`src/rtl/spi_reg_pkg.sv`:
```
// Shared definitions for the SPI register master: mode constants, command-byte layout and FSM states.
package spi_reg_pkg;

    localparam logic CPOL       = 1'b1;
    localparam logic CPHA       = 1'b1;
    localparam int   REG_BYTE_W = 8;
    localparam int   RW_BIT     = REG_BYTE_W - 1;

    typedef enum logic [2:0] {
        IDLE,
        SETUP,
        BYTE,
        GAP,
        HOLD,
        RECOVER
    } mst_state_t;

    // Command byte: rw in the top bit, zero-extended address below it.
    function automatic logic [REG_BYTE_W-1:0] make_cmd(input logic rw, input logic [RW_BIT-1:0] addr);
        return {rw, addr};
    endfunction

endpackage

```
`src/rtl/spi_reg_master_clk_div.sv`:
```
// Half-period tick generator for the SPI master; counts enabled cycles, restartable on accept.
module spi_clk_div #(
    parameter int CLK_DIV = 4
) (
    input  logic clk,
    input  logic rstb,
    input  logic ena,
    input  logic restart,
    output logic tick
);

    logic [7:0] cnt;

    assign tick = ena && (cnt == 8'(CLK_DIV - 1));

    always_ff @(posedge clk) begin
        if (!rstb) begin
            cnt <= '0;
        end else if (ena) begin
            if (restart || tick) cnt <= '0;
            else                 cnt <= cnt + 8'd1;
        end
    end

endmodule

```
`src/rtl/spi_reg_master.sv`:
```
// SPI mode-3 register master: one request becomes a command byte plus a data byte in one cs_n frame.
// Optional read-back of every write when SPI_REG_MASTER_WRITE_VERIFY_EN is defined.
module spi_reg_master
    import spi_reg_pkg::*;
#(
    parameter int ADDR_W  = 3,
    parameter int REG_W   = 8,
    parameter int CLK_DIV = 4
) (
    input  logic              clk,
    input  logic              rstb,
    input  logic              ena,
    input  logic              req_valid,
    output logic              req_ready,
    input  logic              req_rw,
    input  logic [ADDR_W-1:0] req_addr,
    input  logic [REG_W-1:0]  req_wdata,
    output logic              rsp_valid,
    output logic [REG_W-1:0]  rsp_rdata,
    output logic [REG_W-1:0]  rsp_status,
    output logic              rsp_err,
    output logic              busy,
    output logic              spi_clk,
    output logic              spi_mosi,
    input  logic              spi_miso,
    output logic              spi_cs_n
);

    mst_state_t        state;
    logic              tick;
    logic              accept;
    logic [2:0]        bit_cnt;
    logic              byte_idx;
    logic              half_cnt;
    logic              rw_q;
    logic [ADDR_W-1:0] addr_q;
    logic [REG_W-1:0]  wdata_q;
    logic [REG_W-1:0]  tx_sr;
    logic [REG_W-1:0]  rx_sr;
    logic [REG_W-1:0]  status_q;
`ifdef SPI_REG_MASTER_WRITE_VERIFY_EN
    logic              verify_q;
`else
    assign rsp_err = 1'b0;
`endif

    // Request handshake: a transfer happens on req_valid & req_ready & ena; req_ready is high only in IDLE.
    assign req_ready = (state == IDLE);
    assign busy      = (state != IDLE);
    assign accept    = req_valid & req_ready & ena;

    spi_clk_div #(.CLK_DIV(CLK_DIV)) u_clk_div (
        .clk     (clk),
        .rstb    (rstb),
        .ena     (ena),
        .restart (accept),
        .tick    (tick)
    );

    always_ff @(posedge clk) begin
        if (!rstb) begin
            state      <= IDLE;
            spi_cs_n   <= 1'b1;
            spi_clk    <= CPOL;
            spi_mosi   <= 1'b0;
            rsp_valid  <= 1'b0;
            rsp_rdata  <= '0;
            rsp_status <= '0;
            bit_cnt    <= '0;
            byte_idx   <= 1'b0;
            half_cnt   <= 1'b0;
            rw_q       <= 1'b0;
            addr_q     <= '0;
            wdata_q    <= '0;
            tx_sr      <= '0;
            rx_sr      <= '0;
            status_q   <= '0;
`ifdef SPI_REG_MASTER_WRITE_VERIFY_EN
            rsp_err    <= 1'b0;
            verify_q   <= 1'b0;
`endif
        end else if (ena) begin
            rsp_valid <= 1'b0;
            case (state)
                IDLE: if (req_valid) begin
                    state    <= SETUP;
                    spi_cs_n <= 1'b0;
                    rw_q     <= req_rw;
                    addr_q   <= req_addr;
                    wdata_q  <= req_wdata;
                    tx_sr    <= make_cmd(req_rw, RW_BIT'(req_addr));
                    byte_idx <= 1'b0;
`ifdef SPI_REG_MASTER_WRITE_VERIFY_EN
                    verify_q <= 1'b0;
`endif
                end
                SETUP: if (tick) begin
                    state    <= BYTE;
                    spi_clk  <= 1'b0;
                    spi_mosi <= tx_sr[REG_W-1];
                    bit_cnt  <= '0;
                end
                BYTE: if (tick) begin
                    if (!spi_clk) begin
                        spi_clk <= 1'b1;
                        rx_sr   <= {rx_sr[REG_W-2:0], spi_miso};
                    end else if (bit_cnt == 3'd7) begin
                        bit_cnt <= '0;
                        if (!byte_idx) begin
                            state    <= GAP;
                            half_cnt <= 1'b0;
                            byte_idx <= 1'b1;
                            status_q <= rx_sr;
                            tx_sr    <= rw_q ? wdata_q : '0;
                        end else begin
                            state    <= HOLD;
                            byte_idx <= 1'b0;
                        end
                    end else begin
                        // Falling edge: shift the next bit out.
                        bit_cnt  <= bit_cnt + 3'd1;
                        spi_clk  <= 1'b0;
                        spi_mosi <= tx_sr[REG_W-2];
                        tx_sr    <= {tx_sr[REG_W-2:0], 1'b0};
                    end
                end
                GAP: if (tick) begin
                    if (half_cnt) begin
                        state    <= BYTE;
                        spi_clk  <= 1'b0;
                        spi_mosi <= tx_sr[REG_W-1];
                    end else begin
                        half_cnt <= 1'b1;
                    end
                end
                HOLD: if (tick) begin
                    state    <= RECOVER;
                    half_cnt <= 1'b0;
                    spi_cs_n <= 1'b1;
                    spi_mosi <= 1'b0;
`ifdef SPI_REG_MASTER_WRITE_VERIFY_EN
                    // A write frame is silent; its response comes from the read-back frame.
                    if (!rw_q) begin
                        rsp_valid  <= 1'b1;
                        rsp_status <= status_q;
                        rsp_rdata  <= rx_sr;
                        rsp_err    <= verify_q && (rx_sr != wdata_q);
                    end
`else
                    rsp_valid  <= 1'b1;
                    rsp_status <= status_q;
                    rsp_rdata  <= rw_q ? '0 : rx_sr;
`endif
                end
                RECOVER: if (tick) begin
                    if (half_cnt) begin
`ifdef SPI_REG_MASTER_WRITE_VERIFY_EN
                        if (rw_q) begin
                            state    <= SETUP;
                            spi_cs_n <= 1'b0;
                            rw_q     <= 1'b0;
                            verify_q <= 1'b1;
                            tx_sr    <= make_cmd(1'b0, RW_BIT'(addr_q));
                        end else begin
                            state <= IDLE;
                        end
`else
                        state <= IDLE;
`endif
                    end else begin
                        half_cnt <= 1'b1;
                    end
                end
                default: state <= IDLE;
            endcase
        end
    end

endmodule

```
`config.mk`:
```
export PLATFORM = sky130hd
export DESIGN_NAME = spi_reg_master
export DESIGN_NICKNAME = d
export VERILOG_FILES = /design/src/rtl/spi_reg_pkg.sv /design/src/rtl/spi_reg_master_clk_div.sv /design/src/rtl/spi_reg_master.sv
export SDC_FILE = /design/constraint.sdc
export NUM_CORES = 1
export LEC_CHECK = 0
export ABC_AREA = 1
export BUFFER_PORTS_ARGS = -buffer_cell sky130_fd_sc_hd__clkbuf_2
export CORE_MARGIN = 2
export CORE_UTILIZATION = 50
export CTS_BUF_LIST = sky130_fd_sc_hd__clkbuf_2
export DETAILED_ROUTE_END_ITERATION = 8
export PLACE_DENSITY = 0.71
export SKIP_LAST_GASP = 1
export SYNTH_ARGS = -nofsm -noshare
export SYNTH_HDL_FRONTEND = slang
export SYNTH_SLANG_ARGS = --single-unit
```
`constraint.sdc`:
```
create_clock -name clk -period 2.9 [get_ports clk]
set_clock_uncertainty 0.1 [all_clocks]
set_input_delay 0.58 -clock clk [delete_from_list [all_inputs] [get_ports clk]]
set_output_delay 0.58 -clock clk [all_outputs]
set_load 0.01 [all_outputs]
```
==> flow_metrics.py <==
metrics = {
    "run_status": {
        "status": "completed",
    },
    "synthesis": {
        "synth_edf_count": 0,
        "syn-instance-count": 412,
        "synth-seq-area-share_pct": 45.4,
        "syn_avg_cell_area_sq_um": 7.39,
        "syn_nets": 432,
        "synth_area_sq_mm": 0.00304,
        "synth_cell_types": 31,
        "yosysWarnings": 0,
        "ys_ff_latch": 69,
        "synth-main-ff-cell": "dfxtp_1",
        "synthArstFlopShare_pct": 0,
    },
    "floorplanning": {
        "ios": 40,
        "fp.dieW_um": 82.0,
        "start_util_pct": 51.7,
        "num_rows": 28,
        "core_sq_mm": 0.00589,
        "die_area_sq_mm": 0.00673,
        "die_h_um": 82.0,
    },
    "power": {
        "pwr_density_cell_mw_per_mm2": 657,
        "leakage_uw": 0.00152,
        "ir_drop_v": 0.000368,
    },
    "clock_network": {
        "clockRootBuffer": "clkbuf_2",
        "hold_buffers": 0,
        "cts_tree": "yes",
        "clk_pin_slew_ns": 0.20,
        "clk_path_buf_depth": 2,
        "cts_buffers": 9,
        "cts_sinks": 69,
        "cts_setup_buffers": 0,
        "insertion_delay_ns": 0.50,
        "h-tree-depth": 3,
        "ctsResizeCount": 0,
    },
    "setup_path": {
        "rr_worst_depth": 10,
        "required_ns": 2.22,
        "cp.depth": 5,
        "worst-setup-path-type": "reg -> out",
        "crit_path_end_kind": "output port",
        "critical_path.startpoint_type": "flip-flop",
        "cp_common_cell": "inv_1",
        "crit_path_max_fanout": 6,
        "cp_num_buf_inv": 3,
        "crit_family": "flip-flops",
        "critical_path.max_stage_delay_ns": 0.41,
        "cp.arrival_ns": 1.55,
        "crit_slowest_cell": "dfxtp_1",
        "crit_chain": "nor2_1 -> inv_1 -> nor2_2 -> inv_1 -> clkbuf_2",
    },
    "timing": {
        "period_minus_slack_ns": 2.23,
        "max_slew_margin_pct": 61.9,
        "timing.final.crit_share_pct": 77.1,
        "slew_viol_final": 0,
        "worst_pin_slew_ns": 0.569,
        "fmax_mhz": 448,
        "fin_setup_tns_ns": 0,
        "postLayoutSetupSlackWorst_ns": 0.665,
        "setup_viol": 0,
        "finalHoldViolations": 0,
        "rsz0062_at_grt": "false",
    },
    "routing": {
        "drt-initial-drc-count": 72,
        "vias_per_cell": 5.04,
        "wl_per_cell_um": 11.7,
        "drcViolationCount": 0,
        "ant_nets": 0,
        "drt-pass1-iter-count": 4,
        "via_count": 2671,
        "wl_mm": 6.22,
    },
    "finish": {
        "final_cell_mix": "nand2_1, dfxtp_1, nor2_1",
        "fin_nets": 470,
        "antenna_cells": 0,
        "areaGrowthSynthToFinish_pct": 9.83,
        "drive_above_1_share_pct": 18.2,
        "mostFrequentLayoutCell": "nand2_1",
    },
    "grt": {
        "grt_max_degree": 28,
        "grt_pass1_vias": 2309,
        "grt_pass1_wl_mm": 10.3,
        "antenna_found_initial": 0,
        "grt_overflow_total": 0,
        "groute.usage.overall_pct": 20.0,
    },
    "placed_design": {
        "place_hpwl_mm": 4.42,
        "io_buffers": 38,
        "gp_congestion": 0.958,
        "pre_cts_ws_ns": 0.653,
    },
    "min_path": {
        "hp-class": "in -> reg",
        "hold_depth": 3,
    },
    "flow_run": {
        "cap_violations": 0,
    },
}
-- flip-flops by register name, indices dropped and copies added (netlist names) --
register / count
tx_sr: 8
u_clk_div.cnt: 8
spi_clk: 1
wdata_q: 8
rsp_status: 8
spi_mosi: 1
rx_sr: 8
rsp_valid: 1
rsp_rdata: 8
status_q: 8
rw_q: 1
half_cnt: 1
state: 3
bit_cnt: 3
byte_idx: 1
spi_cs_n: 1
-- cell type report --
type                       count  area (sq um)
fill                         582          2540
multi-input combinational    282          1400
sequential                    69          1380
timing repair buffer          40           205
inverter                      48           180
tap                           75          93.8
clock buffer                   9          45.0
clock inverter                 7          41.3
-- cells by family (layout without fill, tap and decap cells) --
kind of cell | Yosys count | after routing | share of synthesized area, %
flip-flops | 69 | 69 | 45.4
other | 1 | 1 | 0.123
adder cells (fa/ha/maj) | 3 | 3 | 1.23
AND/OR/NAND/NOR | 187 | 187 | 28.3
AO/OA/AOI/OAI | 87 | 87 | 15.0
XOR/XNOR | 4 | 4 | 1.15
buffers and inverters | 61 | 104 | 8.76
-- power by group --
part	total (uW)	internal, uW	switching, uW	leakage, uW
Clock	455	107	349	0.0000532
Combinational	624	211	413	0.000906
Sequential	1120	1050	69.7	0.000560
-- metal layers --
layer / global-route usage, % / wire (um)
met1: 27.6 / 3120
met2: 30.0 / 2740
met3: 3.63 / 238
met4: 9.83 / 125
met5: 0 / 0
-- metrics by stage --
step           std cells  total power, uW  hold slack [ns]  instance area [sq um]  util [%]
3_3_place_gp         514             1740            0.335                   3260      55.3
6_report             530             2200            0.156                   3340      56.8
2_1_floorplan        412             1630            0.324                   3040         -
4_1_cts              530             2200            0.128                   3340      56.8
5_1_grt              530             2360            0.142                   3340      56.8
3_5_place_dp         514             1750            0.340                   3260      55.3
-- worst paths after layout --
kind | startpoint | to | slack [ns]
max reg2reg | u_clk_div.cnt[0]$_SDFFE_PN0P_ | tx_sr[4]$_SDFFE_PN0P_ | 0.80
max | state[0]$_SDFFE_PN0P_ | busy | 0.67
min reg2reg | wdata_q[2]$_SDFFE_PN0P_ | wdata_q[2]$_SDFFE_PN0P_ | 0.36
min | spi_miso | rx_sr[0]$_SDFFE_PN0P_ | 0.16
-- cells in the mapped netlist (2+ instances only) --
cell type | count | area share (%)
a21oi_1 | 37 | 6.1
a22oi_1 | 5 | 1.2
buf_2 | 3 | 0.49
buf_4 | 3 | 0.74
buf_6 | 3 | 1.1
clkbuf_1 | 4 | 0.49
dfxtp_1 | 69 | 45
ha_1 | 3 | 1.2
inv_1 | 39 | 4.8
inv_2 | 8 | 0.99
nand2_1 | 76 | 9.4
nand2_2 | 4 | 0.82
nand2_4 | 3 | 1.1
nand3_1 | 18 | 3.0
nand3b_1 | 4 | 0.99
nand4_1 | 3 | 0.62
nor2_1 | 62 | 7.6
nor2_2 | 5 | 1.0
nor2_4 | 4 | 1.5
nor3_1 | 3 | 0.49
nor3_4 | 2 | 1.1
o21ai_0 | 42 | 6.9
xor2_1 | 4 | 1.2
-- worst reg2reg max path, cell delays in order (launching register included) --
cell and delay (ns):
dfxtp_1 0.41, ha_1 0.22, nand2_1 0.08, nor2_2 0.18
nand2_4 0.12, nand2_2 0.09, nand2_2 0.08, nor3_4 0.50
nand2_1 0.11, nand2_1 0.08, nor2_1 0.04
No activity file was read; power rests on OpenSTA's default activity.
